===== src/rtl/io_scan_port_if.sv =====
// BRAM port-B bundle shared between io_scan_port (master) and the block RAM (slave).
interface io_scan_port_if;
  logic [15:0] addr_b;
  logic [15:0] data_b;
  logic        we_b;
  logic [15:0] q_b;

  modport master (
    output addr_b,
    output data_b,
    output we_b,
    input  q_b
  );

  modport slave (
    input  addr_b,
    input  data_b,
    input  we_b,
    output q_b
  );
endinterface


===== src/rtl/io_scan_port.sv =====
// Once-per-frame peripheral mailbox scan on BRAM port B: write buttons, read four state words and
// publish them as an atomic snapshot. Define IO_DEBOUNCE_EN to debounce the button word.
module io_scan_port #(
  parameter logic [15:0] IO_BASE   = 16'h0F00,
  parameter logic [15:0] DB_CYCLES = 16'd50000
) (
  input  logic           clk,
  input  logic           reset,
  input  logic           frame_start,
  input  logic [3:0]     btn_raw,
  io_scan_port_if.master bram,
  output logic [15:0]    ball_x,
  output logic [15:0]    ball_y,
  output logic [15:0]    pad_l,
  output logic [15:0]    pad_r,
  output logic           frame_valid,
  output logic           busy,
  output logic           overrun
);

  typedef enum logic [2:0] {
    StIdle, StWrite, StRd0, StRd1, StRd2, StRd3, StWait, StCommit
  } state_e;

  state_e      state_q, state_d;
  logic [3:0]  sync1_q, btn_s_q, btn_w;
  logic [15:0] shadow_q [4];
  logic [15:0] snap_q   [4];
  logic        frame_valid_q, overrun_q;
  logic [15:0] addr_d, data_d;
  logic        we_d;

  always_ff @(posedge clk) begin
    if (reset) begin
      sync1_q <= '0;
      btn_s_q <= '0;
    end else begin
      sync1_q <= btn_raw;
      btn_s_q <= sync1_q;
    end
  end

`ifdef IO_DEBOUNCE_EN
  logic [15:0] db_cnt_q [4];
  logic [3:0]  btn_db_q;

  // A bit follows btn_s only once it has differed from btn_db for DB_CYCLES cycles in a row.
  always_ff @(posedge clk) begin
    if (reset) begin
      btn_db_q <= '0;
      for (int i = 0; i < 4; i++) db_cnt_q[i] <= '0;
    end else begin
      for (int i = 0; i < 4; i++) begin
        if (btn_s_q[i] == btn_db_q[i]) begin
          db_cnt_q[i] <= '0;
        end else if (db_cnt_q[i] == DB_CYCLES - 16'd1) begin
          btn_db_q[i] <= btn_s_q[i];
          db_cnt_q[i] <= '0;
        end else begin
          db_cnt_q[i] <= db_cnt_q[i] + 16'd1;
        end
      end
    end
  end

  assign btn_w = btn_db_q;
`else
  logic unused_db_cycles;
  assign unused_db_cycles = ^DB_CYCLES;
  assign btn_w = btn_s_q;
`endif

  always_ff @(posedge clk) begin
    if (reset) state_q <= StIdle;
    else       state_q <= state_d;
  end

  always_comb begin
    state_d = state_q;
    addr_d  = IO_BASE;
    data_d  = '0;
    we_d    = 1'b0;
    unique case (state_q)
      StIdle:   if (frame_start) state_d = StWrite;
      StWrite: begin
        we_d    = 1'b1;
        data_d  = {12'b0, btn_w};
        state_d = StRd0;
      end
      StRd0: begin
        addr_d  = IO_BASE + 16'd1;
        state_d = StRd1;
      end
      StRd1: begin
        addr_d  = IO_BASE + 16'd2;
        state_d = StRd2;
      end
      StRd2: begin
        addr_d  = IO_BASE + 16'd3;
        state_d = StRd3;
      end
      StRd3: begin
        addr_d  = IO_BASE + 16'd4;
        state_d = StWait;
      end
      StWait:   state_d = StCommit;
      StCommit: state_d = StIdle;
      default:  state_d = StIdle;
    endcase
  end

  // q_b lags the address by one cycle, so each word is captured one state after its read.
  always_ff @(posedge clk) begin
    if (reset) begin
      for (int i = 0; i < 4; i++) begin
        shadow_q[i] <= '0;
        snap_q[i]   <= '0;
      end
      frame_valid_q <= 1'b0;
      overrun_q     <= 1'b0;
    end else begin
      case (state_q)
        StRd1:    shadow_q[0] <= bram.q_b;
        StRd2:    shadow_q[1] <= bram.q_b;
        StRd3:    shadow_q[2] <= bram.q_b;
        StWait:   shadow_q[3] <= bram.q_b;
        StCommit: for (int i = 0; i < 4; i++) snap_q[i] <= shadow_q[i];
        default:  ;
      endcase
      frame_valid_q <= (state_q == StCommit);
      if (frame_start && (state_q != StIdle)) overrun_q <= 1'b1;
    end
  end

  assign bram.addr_b = addr_d;
  assign bram.data_b = data_d;
  assign bram.we_b   = we_d;
  assign ball_x      = snap_q[0];
  assign ball_y      = snap_q[1];
  assign pad_l       = snap_q[2];
  assign pad_r       = snap_q[3];
  assign frame_valid = frame_valid_q;
  assign busy        = (state_q != StIdle);
  assign overrun     = overrun_q;

endmodule

===== src/flat_wrapper.sv =====
// flat-port wrapper written by rule: the top's interface ports become plain ports
module io_scan_port_flat 
#(
  parameter logic [15:0] IO_BASE   = 16'h0F00,
  parameter logic [15:0] DB_CYCLES = 16'd50000
)
  (clk, reset, frame_start, btn_raw, ball_x, ball_y, pad_l, pad_r, frame_valid, busy, overrun, bram_addr_b, bram_data_b, bram_we_b, bram_q_b);
  io_scan_port_if bram_i ();
  input  logic clk;
  input  logic reset;
  input  logic frame_start;
  input  logic [3:0] btn_raw;
  output logic [15:0] ball_x;
  output logic [15:0] ball_y;
  output logic [15:0] pad_l;
  output logic [15:0] pad_r;
  output logic frame_valid;
  output logic busy;
  output logic overrun;
  output wire logic [$bits(bram_i.addr_b)-1:0] bram_addr_b;
  output wire logic [$bits(bram_i.data_b)-1:0] bram_data_b;
  output wire logic [$bits(bram_i.we_b)-1:0] bram_we_b;
  input wire logic [$bits(bram_i.q_b)-1:0] bram_q_b;
  assign bram_addr_b = bram_i.addr_b;
  assign bram_data_b = bram_i.data_b;
  assign bram_we_b = bram_i.we_b;
  assign bram_i.q_b = bram_q_b;
  io_scan_port #(.IO_BASE(IO_BASE), .DB_CYCLES(DB_CYCLES)) u_core (.clk(clk), .reset(reset), .frame_start(frame_start), .btn_raw(btn_raw), .bram(bram_i), .ball_x(ball_x), .ball_y(ball_y), .pad_l(pad_l), .pad_r(pad_r), .frame_valid(frame_valid), .busy(busy), .overrun(overrun));
endmodule

===== config.mk =====
export PLATFORM = sky130hd
export DESIGN_NAME = io_scan_port_flat
export DESIGN_NICKNAME = d
export VERILOG_FILES = /design/src/rtl/io_scan_port_if.sv /design/src/rtl/io_scan_port.sv /design/src/flat_wrapper.sv
export SDC_FILE = /design/constraint.sdc
export NUM_CORES = 1
export LEC_CHECK = 0
export CORE_ASPECT_RATIO = 0.6
export CORE_MARGIN = 2
export CORE_UTILIZATION = 25
export CTS_CLUSTER_DIAMETER = 40
export CTS_CLUSTER_SIZE = 40
export DETAILED_ROUTE_END_ITERATION = 12
export HOLD_SLACK_MARGIN = 0.08
export PLACE_DENSITY = 0.46
export SLEW_MARGIN = 20
export SYNTH_ARGS = -nofsm -noshare
export SYNTH_HDL_FRONTEND = slang
export SYNTH_SLANG_ARGS = --single-unit

===== constraint.sdc =====
create_clock -name clk -period 7.8 [get_ports clk]
set_clock_uncertainty 0.2 [all_clocks]
set_input_delay 0.78 -clock clk [delete_from_list [all_inputs] [get_ports clk]]
set_output_delay 0.78 -clock clk [all_outputs]
set_load 0.05 [all_outputs]

==> results of run 1 <==
[state kept, by name, summed over array words and instances, names as in the netlist]
register	cells
u_core.frame_valid	1
u_core.shadow_q	64
u_core.overrun	1
u_core.state_q	3
u_core.btn_s_q	4
u_core.sync1_q	4
u_core.snap_q	64
[layout make-up]
class | count | area share, %
multi-input cells | 199 | 16.8
repair buffers | 99 | 13.5
clock buffers | 20 | 6.26
flip-flops and latches | 141 | 56.2
clock inverters | 12 | 1.97
well taps | 286 | 4.90
diodes | 1 | 0.0343
inverters | 5 | 0.257
[power groups by stage]
stage | clock [mW] | combinational (mW) | sequential [mW]
finish | 0.818 | 0.315 | 0.903
global route | 0.874 | 0.336 | 0.910
CTS | 0.838 | 0.318 | 0.903
detailed placement | 0 | 0.317 | 0.917
global placement | 0 | 0.312 | 0.917
floorplan | 0 | 0.174 | 0.963
[layer usage]
metal | vias up | routed length, um
met5 | - | 0
met4 | 0 | 186
met3 | 13 | 592
met2 | 74 | 4910
met1 | 1393 | 6020
li1 | 1382 | -
[metrics by stage]
stage	utilization (%)	std cells	hold WS, ps
2_1_floorplan	-	384	214
5_1_grt	33.3	762	248
4_1_cts	33.3	762	236
6_report	33.3	763	235
3_5_place_dp	30.6	730	222
3_3_place_gp	30.6	730	220
[cells by family after synthesis]
logic type / after synthesis / synth area share [%]
simple gates: 160 / 18.3
compound gates: 10 / 1.15
flops: 141 / 74.0
other cells: 2 / 0.135
buf+inv: 44 / 5.57
fa+ha+maj: 4 / 0.902
[synth_stat cells (all sizes together), types with 2 or more instances]
cell type  instances
a211oi             2
a21o               2
a21oi              2
and2             133
buf               35
clkbuf             4
conb               2
dfxtp             13
edfxtp           128
ha                 4
inv                5
nand2              2
nand2b             5
nor2               4
nor2b              9
nor3               2
o21ai              3
[how the worst max path moves through the flow]
stage | start | depth (start not counted) | slack [ps] | endpoint
final | u_core.state_q[1] | 5 | 4440 | bram_data_b[0]
after global routing | u_core.state_q[1] | 5 | 4320 | bram_data_b[3]
after CTS | u_core.state_q[1] | 5 | 4420 | bram_data_b[0]
after detailed placement | reset | 3 | 4490 | u_core.snap_q[3][12]
after global placement | reset | 3 | 4550 | u_core.snap_q[3][9]
after floorplan | reset | 3 | 4700 | u_core.snap_q[0][0]
==> flow_summary.ini, run 1 <==
[run_status]
status = complete, no violations

[clocking]
cts_root_buf = clkbuf_16
cts_hold_buf = 0
post_cts_buffers = 0
cts_tree = done
cts_buffers = 17
clock_latency_ps = 410
clkTransAtPathRegs_ps = 60
cts.htree.levels = 4
post_cts_resized = 0
cts_max_path_buffers = 2
cts.sink_count = 141

[sta]
post-route-min-period_ps = 3360
hold_viol = 0
worstMarginPinSlew_ps = 888
fin_ws_ps = 4440
final_max_slew_viol_count = 0
rsz0062_at_grt = false
setup_tns_ps = 0
post-route-period-util_pct = 43.1
slew_headroom_pct = 40.6
clock.fmax_ghz = 0.297
setup_violations = 0

[global_route]
antenna_found_initial = 1
overflow = 0
use_met1_pct = 15.2
grt_pass1_wl_um = 17800
grt_util_met2_pct = 14.6
grt_max_degree = 66
gr-usage-all-layers_pct = 10.6
grt_pass1_vias = 2927
busiest_layer = met1
met3_usage_pct = 3.77

[worst_hold_path]
hp-class = flip-flop to flip-flop
holdPathStages = 1
hold_path_end = u_core.btn_s_q[2]
hp-start = u_core.sync1_q[2]

[power_and_ir_drop]
ir_drop_v = 0.000138
internal_power_mw = 1.49
p_sw_uw = 547
p_per_area_nw_per_um2 = 279
total_power_mw = 2.04
seq_power_share_pct = 44.3
clockPowerShare_pct = 40.2
pwr-share-comb_pct = 15.5
p_leak_nw = 2.73
swShare_pct = 26.9

[yosys]
synth_seq_cells = 141
yosysWarningCount = 0
postSynthAreaPerCell_sq_um = 15.4
synth_top_area_share_pct = 69.3
ys_types = 30
synth_edf_count = 128
async_reset_ff_share_pct = 0
yosysSeqAreaShare_pct = 74.0
synth-main-ff-cell = edfxtp_1
yosysTopAreaCell = edfxtp_1
synthCells = 361
syn-cell-area_sq_um = 5550
synth.area.top_cells = edfxtp_1 69%, and2_1 15%, dfxtp_1 4.7%

[placed_design]
dpl_cell_area_sq_um = 6700
place_congestion = 0.757
hpwl_um = 7700
place_ws_ps = 4490
port_buffers = 97

[floorplanning]
ioPinCount = 123
start_util_pct = 25.3
die_x_um = 196
rows = 42
dieHeight_um = 119
core_area_sq_um = 21900
die-area_sq_um = 23400

[routing]
wire_per_inst_um = 15.3
firstDrtPassIters = 4
drc = 0
first_iter_violations = 185
via_per_inst = 3.75
drt-total-wl_um = 11700
postRouteAntennaNets = 0
via_count = 2862

[cells_and_area]
multi_input_area_sq_um = 1230
stdcell_area_sq_um = 7300
nets = 490
final_common_cell = and2_1
layout_common_cells = 133 x and2_1, 128 x edfxtp_1, 97 x clkdlybuf4s50_1
drive_gt1_share_pct = 8.61
areaGrowthSynthToFinish_pct = 31.5
fillCellCount = 2099
regArea_sq_um = 4100

[job]
max_cap_viol_count = 0

[setup_path]
crit_path_start_kind = flip-flop
cp_cell_sequence = inv_1, ha_1, nor2b_1, and2_1, clkdlybuf4s50_1
rrSetupSlack_ps = 5700
cp_slowest_stage_delay_ps = 790
r2r_start = u_core.state_q[0]
criticalPathCategory = flip-flop to output pin
critical_path_arrival_ps = 2380
crit_buf_inv = 2
reg2reg_to = u_core.snap_q[3][10]
cp_slowest_cell = clkdlybuf4s50_1
path_delay_family = buffers and inverters
critPathCaptureType = output pin
crit_required_ps = 6820
critical_path_peak_fanout = 5
worstRegToRegCells = 3
No activity file was read; power rests on OpenSTA's default activity.
==> run 2: changes to the inputs <==
- PLACE_DENSITY: 0.46 -> 0.48
- clock period: 7.8 -> 2.8 ns (I/O delays scaled with it)
==> run 2 against run 1 <==
Register-to-register slack got worse by 4900 ps. Power grew to 2.7 times the previous value. Via count increased by 1.8%. First-iteration DRC count is 15% higher. Non-clock buffer count rose by 5. Design area rose by 0.34%. Flip-flop and latch count unchanged. Critical path depth is 1 lower. Die area stayed put. Sequential share of layout area decreased by 0.19 points. Sequential power rose to 2.8 times the previous value. Clock power rose to 2.7 times the previous value.
==> flow_summary.ini, run 2 (synthesized netlist as in run 1, its figures left out) <==
[cells_and_area]
final_common_cell = and2_1
layout_common_cells = 133 x and2_1, 128 x edfxtp_1, 91 x clkdlybuf4s50_1
drive_gt1_share_pct = 9.56
final_util_pct = 33.4
nets = 495
antenna_cells = 0
reg_top3 = u_core.shadow_q: 64 flops, u_core.snap_q: 64 flops
stdcell_area_sq_um = 7320
fillCellCount = 2127
areaGrowthSynthToFinish_pct = 32.0
final_cells = 767

[sta]
setup_tns_ps = 0
final_max_slew_viol_count = 0
worstMarginPinSlew_ps = 728
post-route-period-util_pct = 94.9
rsz0062_at_grt = false
clock.fmax_ghz = 0.377
setup_violations = 0
fin_ws_ps = 144
post-route-min-period_ps = 2660
hold_viol = 0
whs_ps = 224
slew_headroom_pct = 51.4

[worst_hold_path]
hold_path_end = u_core.sync1_q[1]
holdPathStages = 2
hp-class = primary input to flip-flop
hp-start = btn_raw[1]

[placed_design]
hpwl_um = 7780
place_ws_ps = 427
dpl_cell_area_sq_um = 6750
place_congestion = 0.681
port_buffers = 97
placed_cells = 735

[power_and_ir_drop]
ir_drop_v = 0.000345
total_power_mw = 5.58
p_per_area_nw_per_um2 = 762
p_leak_nw = 2.79

[setup_path]
crit_path_start_kind = flip-flop
critical_path_peak_fanout = 5
worstRegToRegCells = 5
criticalPathCategory = flip-flop to output pin
crit_required_ps = 2320
reg2reg_to = u_core.shadow_q[1][12]
rrSetupSlack_ps = 810
critical_path_arrival_ps = 2180
critPathCaptureType = output pin
r2r_start = u_core.state_q[0]

[floorplanning]
die_x_um = 196
ioPinCount = 123
start_util_pct = 25.3
dieHeight_um = 119
die-area_sq_um = 23400
core_area_sq_um = 21900
rows = 42

[global_route]
overflow = 0
antenna_found_initial = 2
grt_max_degree = 66
gr-usage-all-layers_pct = 10.8
grt_pass1_wl_um = 18000
grt_pass1_vias = 2945

[routing]
wire_per_inst_um = 15.4
first_iter_violations = 213
postRouteAntennaNets = 0
via_per_inst = 3.80
drt-total-wl_um = 11800
via_count = 2914
drc = 0
firstDrtPassIters = 5

[clocking]
clkTransAtPathRegs_ps = 60
cts_max_path_buffers = 2
cts_root_buf = clkbuf_16
cts_buffers = 17
cts_hold_buf = 0
cts_tree = done
cts.htree.levels = 4
clock_latency_ps = 420
cts.sink_count = 141

[run_status]
status = complete, no violations

[job]
max_cap_viol_count = 0
[run 2: what timing repair did]
item | CTS | global route
gates cloned | 0 | 0
resized for setup | 5 | 1
pin swaps | 0 | 0
buffers inserted | 0 | 0
setup endpoints to repair | 5 | 1
[run 2: worst max-delay path, stage by stage (launching register included)]
cell	delay, ps
dfxtp_1	390
inv_1	90
ha_1	270
nand2b_1	170
clkdlybuf4s50_1	840
[run 2: layout make-up]
class                           instances  area [sq um]  share of cell area [%]
Clock buffer                           25           533                    7.28
Clock inverter                          7          48.8                   0.666
Sequential cell                       141          4100                    56.0
Tap cell                              286           358                    4.89
Inverter                                5          18.8                   0.256
Multi-Input combinational cell        199          1230                    16.8
Timing Repair Buffer                  104          1030                    14.1
[run 2: how the worst max path moves through the flow]
stage	depth (start not counted)	end	slack, ps	from
5_1_grt	4	busy	10	u_core.state_q[0]
2_1_floorplan	2	u_core.snap_q[0][0]	190	u_core.state_q[0]
4_1_cts	4	bram_we_b	100	u_core.state_q[1]
6_report	4	busy	140	u_core.state_q[0]
3_3_place_gp	5	bram_addr_b[0]	480	u_core.state_q[0]
3_5_place_dp	5	bram_addr_b[0]	430	u_core.state_q[0]
[run 2: per-layer routing]
metal | global-route usage, % | vias to the layer above | share of wire [%]
met5 | 0 | - | 0
met4 | 3.98 | 0 | 1.4
met2 | 14.0 | 87 | 40
met3 | 4.19 | 15 | 7.0
met1 | 15.9 | 1418 | 52
li1 | - | 1394 | -
[run 2: power by group]
part           internal [mW]  total [mW]  switching, mW
combinational          0.254       0.893          0.639
sequential              2.45        2.50         0.0519
clock                   1.33        2.18          0.857
total                   4.03        5.58           1.55
==> run 3: changes to the inputs <==
- CTS_CLUSTER_DIAMETER: 40 -> default
==> results of run 3 <==
Final layout, timing and power as in run 2 (identical DEF).
